File: src/rtl/distortion_processor.sv
// Distortion stage: gain/overdrive, fuzz and hard-clip on a 16-bit signed sample stream, with click-suppressing mute on mode change.
// Latency: fixed 3 cycles from in_valid to out_valid, one sample per cycle.
// Backpressure: none; every accepted sample produces exactly one output strobe.
module distortion_processor #(
  parameter int unsigned MUTE_SAMPLES = 4,
  parameter int unsigned CLIP_HOLD    = 2400000
) (
  input  logic               CLK,
  input  logic               RST,
  input  logic signed [15:0] in_sample,
  input  logic               in_valid,
  input  logic signed [15:0] gain,
  input  logic signed [31:0] threshold,
  input  logic        [1:0]  mode,
  output logic signed [15:0] out_sample,
  output logic               out_valid,
  output logic               clip_led,
  output logic               muted
);

  localparam logic [31:0] MUTE_N = 32'(MUTE_SAMPLES);
  localparam logic [31:0] CLIP_N = 32'(CLIP_HOLD);

  typedef enum logic {ST_RUN = 1'b0, ST_MUTE = 1'b1} state_t;

  // mute state machine
  state_t      r_state;
  state_t      w_state_nxt;
  logic [31:0] r_mute_cnt;
  logic [31:0] w_cnt_nxt;
  logic [1:0]  r_last_mode;
  logic        w_mute_now;

  // conditioned settings and sample at the input
  logic [5:0]         w_gain_eff;
  logic [14:0]        w_lim_eff;
  logic signed [15:0] w_sample_in;

  // stage 1
  logic               r1_vld;
  logic signed [15:0] r1_sample;
  logic [5:0]         r1_gain;
  logic [14:0]        r1_lim;
  logic [1:0]         r1_mode;
  logic               r1_mute;

  // stage 2 arithmetic
  logic signed [31:0] w_s32;
  logic signed [31:0] w_g32;
  logic signed [31:0] w_l32;
  logic signed [31:0] w_prod;
  logic signed [31:0] w_pre;
  logic signed [31:0] w_hi;
  logic               w_sat_en;
  logic signed [15:0] w_res;
  logic               w_clip;

  // stage 2 registers
  logic               r2_vld;
  logic signed [15:0] r2_sample;
  logic               r2_clip;

  // clip LED hold
  logic [31:0] r_clip_cnt;

  // Clamp gain to 1..50, limit to 0..32767, and fold -32768 onto -32767 so every mode stays symmetric.
  always_comb begin
    w_gain_eff = gain[5:0];
    if (gain < 16'sd1) begin
      w_gain_eff = 6'd1;
    end else if (gain > 16'sd50) begin
      w_gain_eff = 6'd50;
    end
    w_lim_eff = threshold[14:0];
    if (threshold < 32'sd0) begin
      w_lim_eff = 15'd0;
    end else if (threshold > 32'sd32767) begin
      w_lim_eff = 15'h7FFF;
    end
    w_sample_in = (in_sample == 16'sh8000) ? 16'sh8001 : in_sample;
  end

  // Mute decision for the sample being accepted; the triggering sample counts as the first muted one.
  always_comb begin
    w_state_nxt = r_state;
    w_cnt_nxt   = r_mute_cnt;
    w_mute_now  = 1'b0;
    if (in_valid) begin
      if ((mode != r_last_mode) && (MUTE_N != 32'd0)) begin
        w_mute_now  = 1'b1;
        w_cnt_nxt   = MUTE_N - 32'd1;
        w_state_nxt = (MUTE_N == 32'd1) ? ST_RUN : ST_MUTE;
      end else if (r_state == ST_MUTE) begin
        w_mute_now = 1'b1;
        w_cnt_nxt  = r_mute_cnt - 32'd1;
        if (r_mute_cnt == 32'd1) begin
          w_state_nxt = ST_RUN;
        end
      end
    end
  end

  // Mute state, remaining-sample count and last seen mode.
  always_ff @(posedge CLK or posedge RST) begin
    if (RST) begin
      r_state     <= ST_RUN;
      r_mute_cnt  <= 32'd0;
      r_last_mode <= 2'd0;
    end else begin
      r_state    <= w_state_nxt;
      r_mute_cnt <= w_cnt_nxt;
      if (in_valid) begin
        r_last_mode <= mode;
      end
    end
  end

  // Stage 1: capture sample, conditioned settings and mute decision together.
  always_ff @(posedge CLK or posedge RST) begin
    if (RST) begin
      r1_vld    <= 1'b0;
      r1_sample <= 16'sd0;
      r1_gain   <= 6'd1;
      r1_lim    <= 15'd0;
      r1_mode   <= 2'd0;
      r1_mute   <= 1'b0;
    end else begin
      r1_vld <= in_valid;
      if (in_valid) begin
        r1_sample <= w_sample_in;
        r1_gain   <= w_gain_eff;
        r1_lim    <= w_lim_eff;
        r1_mode   <= mode;
        r1_mute   <= w_mute_now;
      end
    end
  end

  assign w_s32  = {{16{r1_sample[15]}}, r1_sample};
  assign w_g32  = {26'd0, r1_gain};
  assign w_l32  = {17'd0, r1_lim};
  assign w_prod = w_s32 * w_g32;

  // Pick the pre-saturation value and bound per mode, then saturate symmetrically and flag any change.
  always_comb begin
    w_pre    = w_s32;
    w_hi     = 32'sd32767;
    w_sat_en = 1'b1;
    case (r1_mode)
      2'd0:    w_sat_en = 1'b0;
      2'd1:    w_pre = w_prod;
      2'd2: begin
        w_pre = w_prod;
        w_hi  = w_l32;
      end
      default: w_hi = w_l32;
    endcase
    w_res  = w_pre[15:0];
    w_clip = 1'b0;
    if (w_sat_en) begin
      if (w_pre > w_hi) begin
        w_res  = w_hi[15:0];
        w_clip = 1'b1;
      end else if (w_pre < -w_hi) begin
        w_res  = w_hi[15:0] * -16'sd1;
        w_clip = 1'b1;
      end
    end
  end

  // Stage 2: register the result, zeroed when muted; a muted sample never counts as clipped.
  always_ff @(posedge CLK or posedge RST) begin
    if (RST) begin
      r2_vld    <= 1'b0;
      r2_sample <= 16'sd0;
      r2_clip   <= 1'b0;
    end else begin
      r2_vld <= r1_vld;
      if (r1_vld) begin
        r2_sample <= r1_mute ? 16'sd0 : w_res;
        r2_clip   <= w_clip & ~r1_mute;
      end
    end
  end

  // Stage 3: output register, holds the last sample between strobes.
  always_ff @(posedge CLK or posedge RST) begin
    if (RST) begin
      out_valid  <= 1'b0;
      out_sample <= 16'sd0;
    end else begin
      out_valid <= r2_vld;
      if (r2_vld) begin
        out_sample <= r2_sample;
      end
    end
  end

  // Clip hold: reload on every clipped result leaving stage 2, otherwise count down to zero.
  always_ff @(posedge CLK or posedge RST) begin
    if (RST) begin
      r_clip_cnt <= 32'd0;
    end else if (r2_vld && r2_clip) begin
      r_clip_cnt <= CLIP_N;
    end else if (r_clip_cnt != 32'd0) begin
      r_clip_cnt <= r_clip_cnt - 32'd1;
    end
  end

  assign clip_led = (r_clip_cnt != 32'd0);
  assign muted    = (r_state == ST_MUTE);

endmodule

File: config.mk
export PLATFORM = sky130hd
export DESIGN_NAME = distortion_processor
export DESIGN_NICKNAME = d
export VERILOG_FILES = /design/src/rtl/distortion_processor.sv
export SDC_FILE = /design/constraint.sdc
export NUM_CORES = 1
export LEC_CHECK = 0
export CAP_MARGIN = 20
export CELL_PAD_IN_SITES_DETAIL_PLACEMENT = 0
export CELL_PAD_IN_SITES_GLOBAL_PLACEMENT = 1
export CORE_MARGIN = 3
export CORE_UTILIZATION = 50
export DETAILED_ROUTE_END_ITERATION = 12
export PLACE_DENSITY_LB_ADDON = 0.1
export SLEW_MARGIN = 20
export SYNTH_ARGS = -nofsm -noshare
export SYNTH_HDL_FRONTEND = slang
export SYNTH_SLANG_ARGS = --single-unit
File: constraint.sdc
create_clock -name CLK -period 16.9 [get_ports CLK]
set_clock_uncertainty 0.05 [all_clocks]
set_input_delay 2.535 -clock CLK [delete_from_list [all_inputs] [get_ports CLK]]
set_output_delay 2.535 -clock CLK [all_outputs]
set_load 0.02 [all_outputs]
* Yosys cells after proc, flatten, opt, wreduce, memory -nomap -nowiden
Cells that the tools add are included.
W data, S select, Z words.
** Operators by class
- $add $sub $neg :: 3
- Multipliers :: 2
- Magnitude comparators :: 6
- Eq/ne operators :: 5
- Multiplexer cells :: 23
- Bitwise gates (word level) :: 2
- Reductions and logical operators :: 8
** Operators with widths (number)
- $mux W32 :: 5
- $mux W16 :: 5
- $sub A32 B1 Y32 const B :: 2
- $mux W15 :: 3
- $eq A32 B1 Y1 const B :: 1
- $gt A32 B16 Y1 const B :: 1
- $gt A32 B32 Y1 :: 1
- $lt A32 B1 Y1 const B :: 1
- $lt A32 B32 Y1 :: 1
- $neg A32 Y32 :: 1
- $reduce_bool A32 Y1 :: 1
- $mul A16 B7 Y23 :: 1
- $eq A16 B16 Y1 const B :: 1
- $gt A16 B7 Y1 const B :: 1
- $lt A16 B2 Y1 const B :: 1
- $mul A16 B1 Y16 const B :: 1
- $mux W6 :: 2
- $mux W1 :: 8
- $reduce_bool A2 Y1 :: 2
- $reduce_or A2 Y1 :: 2
- $eq A2 B1 Y1 const B :: 1
- $eq A2 B2 Y1 const B :: 1
- $logic_not A2 Y1 :: 1
- $ne A2 B2 Y1 :: 1
- other kinds (4) :: 4
** Storage, ports and cells
- Bits in registers :: 141
- Input bits :: 69
- Output and inout port bits :: 19
- Word-level logic and storage cells :: 63

* Logic depth before layout (Yosys ltp)
Gate-level depths: netlist (run 1).
- Word-level depth :: 9
- Gate-level depth with buffers :: 33
- Gate-level depth less buffers :: 31

* Least setup slack after synthesis (run 1)
OpenSTA, ideal clock, no wires.
- Path type :: reg2reg
- From :: reg r1_gain[3]
- To :: reg r2_sample[5]
- Setup time :: 122 ps
- Arrival time :: 6857 ps
- Data required time :: 16728 ps
- Slack :: 9872 ps
- Cell stages (with the launch flop) :: 32
- Buffers on the path :: 2
- Period minus slack after synthesis :: 7028 ps
- Cell sequence :: dfrtp_1 > buf_1 > and2_1 > fa_1 > fa_1 > fa_1 > inv_1 > fa_1 > inv_1 > ha_1 > a21oi_2 > nand2_1 > a21oi_1 > nand2_1 > a21o_1 > a21oi_1 > xor2_1 > nor2_1 > a21oi_1 > inv_1 > ha_1 > a21o_1 > a21o_1 > a211oi_1 > nor2_1 > o21ai_2 > a211oi_4 > o41ai_4 > buf_6 > a211oi_1 > or3_1 > a32o_1
** Between the ends
- Longest elaborated chain between the ends :: 7
- Elaborated cells between the ends (all ways) :: 8
- Those cells by class :: 1 x mul; 2 x order compare; 5 x mux
** Ends and longest elaborated chain
- start: declaration :: RTL line 42 : logic [5:0] r1_gain;
- start signal: assignment :: RTL line 131 : r1_gain <= w_gain_eff;
- $mul A16 B7 Y23 (*) :: RTL line 142 : assign w_prod = w_s32 * w_g32;
- $mux W32 (*) :: RTL line 149 : case (r1_mode)
- $lt A32 B32 Y1 :: RTL line 164 : end else if (w_pre < -w_hi) begin
- $mux W16 :: RTL line 164
- $mux W16 :: RTL line 161 : if (w_pre > w_hi) begin
- $mux W16 (*) :: RTL line 160 : if (w_sat_en) begin
- $mux W16 (*) :: RTL line 180 : r2_sample <= r1_mute ? 16'sd0 : w_res;
- end signal: assignment :: RTL line 180
- end: declaration :: RTL line 60 : logic signed [15:0] r2_sample;
Mark *: on every way between the ends. The rest lies on a longest branch, timed or not.
A chain may end at the register's enable or synchronous reset.

* Worst setup path in the final report (run 1)
- From :: reg r1_gain[3]
- To :: reg r2_sample[8]
Same word-level chain as after synthesis.

==> summary.md, run 1 <==
| Metric | Value |
|---|---|
| Flop2flop setup slack | ~8700 ps |
| Commonest cells after routing, fill and taps aside | dfrtp_1, nor2_1, inv_1, nand2_1, ha_1 |
| Worst-Skew Late Latency | about 430 ps |
| Routed wire length | 29.01 mm |
| Row cnt | between 50 and 60 |
| Dpl hpwl | 22.21 mm |
| Design area | about 0.014 mm2 |
| Psw | between 0.7 and 0.8 mW |
| Crit path time final | about 8200 ps |
| Endpoint, Worst Hold | r2_sample[5] |
| Most common cell after layout, fill and taps aside | dfrtp_1 |
| Outcome | finished, final reports clean |
| Drt pass-1 iters | 5 |
| Required @ worst endpoint | between 15000 and 20000 ps |
| Setup repair after global routing missed its margin | no |
| Die Ht | approximately 160 um |
| Via Count | between 9000 and 10000 |
| Comb power frac | a little over half |
| Number of distinct library cells after synthesis | 81 |
| Flops & latches, synth | roughly 140 |
| P_leak | around 6.4 nW |
| FF-to-FF path depth | 31 |
| Tot GR Track Use | between 20% and 30% |
| Slowest stage delay, CP | about 850 ps |
| Power share of the clock group | a little over a fifth |
| MaxCap Viol Count | 0 |
| VDD IR max | about 0.000064 V |
| Vias in the first global route | ~10000 |
| Root buf cell | clkbuf_16 |
| Post-Synth Adder-Cell Area | slightly above 20% |
| Kind of critical path | register to register |
| CTS max path bufs | 2 |
| Antenna-violating nets left | 0 |
| CP most frequent cell | inv_1 |
| Internal power | 0.9978 mW |
| Mapped cell area | roughly 0.012 mm2 |
| Prevailing post-synth register cell | dfrtp_1 |
| Clk sinks | approximately 140 |
| Post-Synth XOR/XNOR Area | approximately 5.7% |
| H-tree levels | 4 |
| Total CTS buffers | 17 |
| Max Transition Viols Final | 0 |
| Hold Crit Depth | 1 |
| CP Max Fanout | 17 |
| NumNets Final | ~1600 |
| Antenna cells | 0 |
| Post-Synth Simple-Gate Area | just over 20% |
| Worst endpoint data arrival time | between 8000 and 9000 ps |
| R2R Path Start | r1_gain[3] |
| Async SR Flop Fraction | between 90% and 100% |
| Setup TNS | 0 ps |
| Initial Utilization | about 50% |
| Gate Count Post-Synth | 1325 |
| GRT overflow | 0 |
| Final setup violating endpoints | 0 |
| Post-synthesis mux area share | under 10% |
| Synth Area in Compound Gates | between 10% and 20% |
| Mean Syn Cell Area | around 9.1 um2 |
| Seq/Total Area, Yosys | 29.33% |
| Worst setup SP type | register |
| Slew @ Worst Pin | between 900 and 1000 ps |
| Syn Nets | around 1600 |
| IO Port Bufs | 87 |
| Post-CTS Setup Repair Bufs | 0 |
| Core area | around 0.024 mm2 |
| Worst min path class | register to register |
| Sw Ratio | a little over two fifths |
| # DRC | 0 |
| FMAX | 122.1 MHz |
| Final period utilization | about half |
| Largest family of logic cells by synthesized area | simple AND/OR/NAND/NOR gates |
| First-pass GRT wire length | 49.73 mm |
| Final design utilization | 58.47% |
| Synth warnings | 0 |
| WL/cell | between 15 and 20 um |
| Number of synthesized flops with an enable pin | 0 |
| R2r endpoint | r2_sample[8] |
| Via/cell ratio | ~5.6 |
| Final hold violation count | 0 |
| Sequential cell fraction of total power | between 20% and 30% |
| Hold_buf cts | 0 |
| Antenna violations before repair | 0 |
| I/O pin cnt | 88 |
| Placer Congestion | 0.9041 |
| Largest net degree at the start of global routing | slightly above 80 |
| CTS tree | built |
| Min-delay src | r2_sample[5] |
| Die Wd | roughly 160 um |
| Total power | roughly 1.8 mW |
| Reg clk slew, reported paths | about 60 ps |
| Die area | around 0.026 mm2 |
| DR iter-0 viols | slightly below 600 |
| Syn-to-layout area delta | 14.39% |
| CP endpoint kind | register |
| Pwr dens | 127.2 mW/mm2 |
| Area after DPL | approximately 0.013 mm2 |
| Max_slew headroom | between 30% and 40% |
| Crit-path slowest cell | o41ai_4 |
| Share of cells above drive strength 1 | under 10% |
| CTS-repair resized insts | 0 |
==> Yosys cell counts (all sizes together), types with 3 or more instances <==
| cell | count | area, um2 |
|---|---|---|
| a21o | 19 | 142.6 |
| a31o | 5 | 52.55 |
| or2 | 6 | 37.54 |
| nor4b | 3 | 26.28 |
| nand3 | 27 | 140.1 |
| and2 | 81 | 506.7 |
| a21oi | 60 | 304.0 |
| o41ai | 6 | 90.08 |
| nor2b | 11 | 76.32 |
| a211oi | 8 | 72.57 |
| xnor2 | 51 | 446.7 |
| nand3b | 3 | 22.52 |
| o31ai | 21 | 171.4 |
| a211o | 4 | 35.03 |
| nand4 | 13 | 81.33 |
| xor2 | 28 | 245.2 |
| dfrtp | 140 | 3503 |
| fa | 67 | 1341 |
| nor2 | 132 | 495.5 |
| clkbuf | 36 | 135.1 |
| buf | 11 | 70.06 |
| a221oi | 4 | 41.29 |
| a2111oi | 5 | 43.79 |
| o211ai | 8 | 60.06 |
| nand2b | 12 | 75.07 |
| o21ai | 35 | 190.2 |
| inv | 133 | 499.2 |
| nor3 | 39 | 195.2 |
| mux2 | 40 | 450.4 |
| mux2i | 7 | 70.07 |
| o2bb2ai | 7 | 67.56 |
| a221o | 4 | 40.04 |
| nor4 | 32 | 200.2 |
| or4 | 10 | 75.07 |
| a31oi | 3 | 18.77 |
| nand2 | 98 | 370.4 |
| ha | 89 | 1114 |
| o21a | 9 | 67.56 |
| or3 | 25 | 161.4 |
==> power by group through the flow <==
stage	Clock, mW	Combinational, mW	Sequential [mW]
after floorplan	0	0.680	0.459
after global placement	0	0.894	0.461
after detailed placement	0	0.904	0.463
after CTS	0.389	0.909	0.458
after global routing	0.403	1.03	0.468
final	0.379	0.915	0.458
==> cell type report <==
class | instances | area, um2
clock buffer | 18 | 439.2
timing repair buffer | 96 | 938.4
clock inverter | 14 | 145.1
inverter | 135 | 511.7
sequential | 141 | 3530
fill | 2146 | 9777
multi-input combinational | 1002 | 7802
tap | 319 | 399.1
==> sequential cells by signal (all words and copies together) (netlist names), 2 cells and up <==
signal	count
out_sample	16
r1_gain	6
r1_lim	15
r1_mode	2
r1_sample	16
r2_sample	16
r_clip_cnt	32
r_mute_cnt	32
==> through the flow <==
stage	std cells	setup WS, ps	hold WS, ps
final	1725	8709	444.9
after global routing	1725	8302	478.0
after detailed placement	1693	8880	431.5
after floorplan	1325	9872	301.9
after CTS	1725	8841	449.1
after global placement	1693	8978	426.2
==> logic make-up (layout without fill, tap and decap cells) <==
kind of cell / count (synthesis) / after routing
muxes: 47 / 47
AOI/OAI and AO/OA: 223 / 223
xor gates and xnor gates: 79 / 79
DFF: 141 / 141
and+or+nand+nor: 496 / 496
buffers and inverters: 182 / 263
adders and majority gates: 157 / 157
==> layer usage <==
layer / global-route usage, % / share of wire, % / routed length [um] / vias to the layer above
met4: 4.967 / 0.92 / 266 / 0
met1: 34.23 / 48 / 14070 / 4689
met2: 36.67 / 45 / 13190 / 229
met3: 4.360 / 5.1 / 1487 / 18
li1: - / - / - / 4724
met5: 0 / 0 / 0 / -
==> worst max path at each step <==
stage / startpoint / to / slack (ps) / depth (start not counted)
after floorplan: r1_gain[3] / r2_sample[5] / 9870 / 31
after global placement: r1_gain[3] / r2_sample[14] / 8980 / 31
after detailed placement: r1_gain[3] / r2_sample[8] / 8880 / 31
after CTS: r1_gain[3] / r2_sample[8] / 8840 / 31
after global routing: r1_gain[3] / r2_sample[14] / 8300 / 31
final: r1_gain[3] / r2_sample[8] / 8710 / 31
==> critical path: cells and delay by family (launching register included) <==
kind / cells / cell delay (ps)
AO/OA/AOI/OAI: 13 / 3160
adder cells (fa/ha/maj): 6 / 2730
AND/OR/NAND/NOR: 6 / 1090
flip-flops: 1 / 570
buffers and inverters: 5 / 300
XOR/XNOR: 1 / 150
(Power assumes the default switching activity.)
==> run 2, diff against run 1 <==
- CORE_UTILIZATION: 50 -> 42
- clock period: 16.9 -> 6.6 ns (I/O delays scaled with it)
==> summary.md, run 2 (synthesis gave the netlist of run 1 again) <==
| Metric | Value |
|---|---|
| Multi-input gate area | 0.008122 mm2 (was 0.007802 mm2) |
| Via/cell ratio | 5.159 (was 5.600) |
| FMAX | 141.7 MHz (was 122.1 MHz) |
| Design area | 0.01548 mm2 (was 0.01377 mm2) |
| Tot GR Track Use | 20.27% (was 23.44%) |
| Flop2flop setup slack | -460 ps (was 8710 ps) |
| Via Count | 10050 (was 9660) |
| Syn-to-layout area delta | 28.68% (was 14.39%) |
| Register Area | 0.003535 mm2 (was 0.003530 mm2) |
| Setup TNS | -5977 ps (was 0 ps) |
| Worst endpoint data arrival time | 7300 ps (was 8450 ps) |
| Required @ worst endpoint | 6850 ps (was 17160 ps) |
| Slew @ Worst Pin | 926.1 ps (was 944.5 ps) |
| Min-delay src | out_sample[3] (was r2_sample[5]) |
| Crit-path slowest cell | fa_1 (was o41ai_4) |
| Root buf cell | clkbuf_16 (unchanged) |
| IO Port Bufs | 87 (unchanged) |
| CTS max path bufs | 2 (unchanged) |
| R2R Path Start | r1_gain[3] (unchanged) |
| DP Worst Slack | -732.5 ps (was 8880 ps) |
| Placer Congestion | 0.8675 (was 0.9041) |
| WL/cell | 15.70 um (was 16.82 um) |
| Setup repair after global routing missed its margin | yes (was no) |
| H-tree levels | 4 (unchanged) |
| Total power | 5.422 mW (was 1.752 mW) |
| DR iter-0 viols | 413 (was 584) |
| Routed wire length | 30.57 mm (was 29.01 mm) |
| Fin cells | 1948 (was 1725) |
| Outcome | complete, but fails checks (was finished, final reports clean) |
| Failing checks | negative setup slack |
| R2r endpoint | r2_sample[6] (was r2_sample[8]) |
| Setup ws final | -458.4 ps (was 8709 ps) |
| CP Max Fanout | 10 (was 17) |
| GRT overflow | 0 (unchanged) |
| Final period utilization | 106.9% (was 48.47%) |
| Kind of critical path | register to register (unchanged) |
| Total CTS buffers | 17 (unchanged) |
| Hold Crit Depth | 1 (unchanged) |
| Fillers | 2579 (was 2146) |
| Antenna-violating nets left | 0 (unchanged) |
| Final hold violation count | 0 (unchanged) |
| Endpoint, Worst Hold | out_sample[3] (was r2_sample[5]) |
| P_leak | 7.227 nW (was 6.362 nW) |
| Antenna violations before repair | 0 (unchanged) |
| CTS tree | built (unchanged) |
| Dpl hpwl | 24.05 mm (was 22.21 mm) |
| CP top delay family | adder cells (was compound AO/OA/AOI/OAI gates) |
| Worst min path class | register to register (unchanged) |
| Vias in the first global route | 10280 (was 9795) |
| Largest net degree at the start of global routing | 82 (was 83) |
| Final setup violating endpoints | 17 (was 0) |
| Die area | 0.03072 mm2 (was 0.02597 mm2) |
| Reg clk slew, reported paths | 60 ps (about the same) |
| FF-to-FF path depth | 29 (was 31) |
| Max_slew headroom | 38.26% (was 36.82%) |
| Row cnt | 61 (was 56) |
| Max Transition Viols Final | 0 (unchanged) |
| Die Ht | 175.3 um (was 161.1 um) |
| Core area | 0.02801 mm2 (was 0.02354 mm2) |
| Initial Utilization | 42.96% (was 51.12%) |
| Crit path time final | 7058 ps (was 8191 ps) |
| Area after DPL | 0.01440 mm2 (was 0.01318 mm2) |
| Dpl cells | 1885 (was 1693) |
| Die Wd | 175.3 um (was 161.1 um) |
| Drt pass-1 iters | 7 (was 5) |
| Commonest cells after routing, fill and taps aside | buf_4, dfrtp_1, nor2_1, inv_1, nand2_1 (was dfrtp_1, nor2_1, inv_1, nand2_1, ha_1) |
| First-pass GRT wire length | 51.34 mm (was 49.73 mm) |
| Hold Slack | 457.0 ps (was 444.9 ps) |
| I/O pin cnt | 88 (unchanged) |
| Share of cells above drive strength 1 | 20.96% (was 7.752%) |
| # DRC | 0 (unchanged) |
| CP endpoint kind | register (unchanged) |
| Final design utilization | 55.28% (was 58.47%) |
| MaxCap Viol Count | 0 (unchanged) |
| Worst setup SP type | register (unchanged) |
| Worst-Skew Late Latency | 420 ps (was 430 ps) |
| VDD IR max | 0.0001860 V (was 0.00006437 V) |
| Antenna cells | 0 (unchanged) |
| NumNets Final | 1782 (was 1618) |
| Slowest stage delay, CP | 570 ps (was 850 ps) |
| Largest regs | r_clip_cnt x32, r_mute_cnt x32 (unchanged) |
| Clk sinks | 141 (unchanged) |
| Pwr dens | 350.2 mW/mm2 (was 127.2 mW/mm2) |
| Crit path buffers/inverters | 8 (was 5) |
| Most common cell after layout, fill and taps aside | buf_4 (was dfrtp_1) |
| Hold_buf cts | 0 (unchanged) |
## run 2: changes by cell type in the layout (fill, tap and decap cells not counted), moves of 4 or more
cell        delta
ha_4          +12
and2_4         +6
inv_1          -4
a21oi_1        -6
nand2_1        -5
dfrtp_2        +4
nand2_2        +4
clkinvlp_4     -4
buf_6          +4
ha_1          -12
buf_4        +156
a21oi_2        +6
and2_1         -7
dfrtp_1        -4
## run 2: routing by layer
metal  part of all wire (%)  wire [um]  vias to the layer above  track usage [%]
li1                       -          -                     5017                -
met1                     48      14640                     4837            28.31
met2                     48      14580                      170            33.87
met3                    2.9        891                       26            2.248
met4                    1.5        465                        0            4.953
met5                      0          0                        -                0
## run 2: power by group
group | leakage, nW | total, mW | switching, mW | internal [mW]
logic | 5.13 | 3.22 | 1.59 | 1.63
clock network | 0.310 | 1.05 | 0.433 | 0.616
registers | 1.79 | 1.15 | 0.133 | 1.02
total | 7.23 | 5.42 | 2.16 | 3.27
## run 2: worst max path at each step
stage	from	end	slack, ps	cells past startpoint
3_5_place_dp	r1_gain[3]	r2_sample[12]	-730	31
3_3_place_gp	r1_gain[3]	r2_sample[5]	-610	30
6_report	r1_gain[3]	r2_sample[6]	-460	29
2_1_floorplan	r1_gain[1]	r2_sample[6]	0.8	30
5_1_grt	r1_gain[3]	r2_sample[3]	-780	32
4_1_cts	r1_gain[3]	r2_sample[0]	-380	30
## run 2: layout make-up
| cell class | count | share of cell area [%] |
|---|---|---|
| flip-flops and latches | 141 | 22.83 |
| inverters | 135 | 3.321 |
| clock buffers | 17 | 2.747 |
| repair buffers | 260 | 14.24 |
| multi-input cells | 1002 | 52.45 |
| well taps | 378 | 3.054 |
| clock inverters | 15 | 1.366 |
## run 2: timing repair
action | in CTS | in global routing
buffers inserted | 29 | 4
setup endpoints to repair | 17 | 17
cloned | 0 | 1
pin swaps | 14 | 3
gates resized for setup | 37 | 7
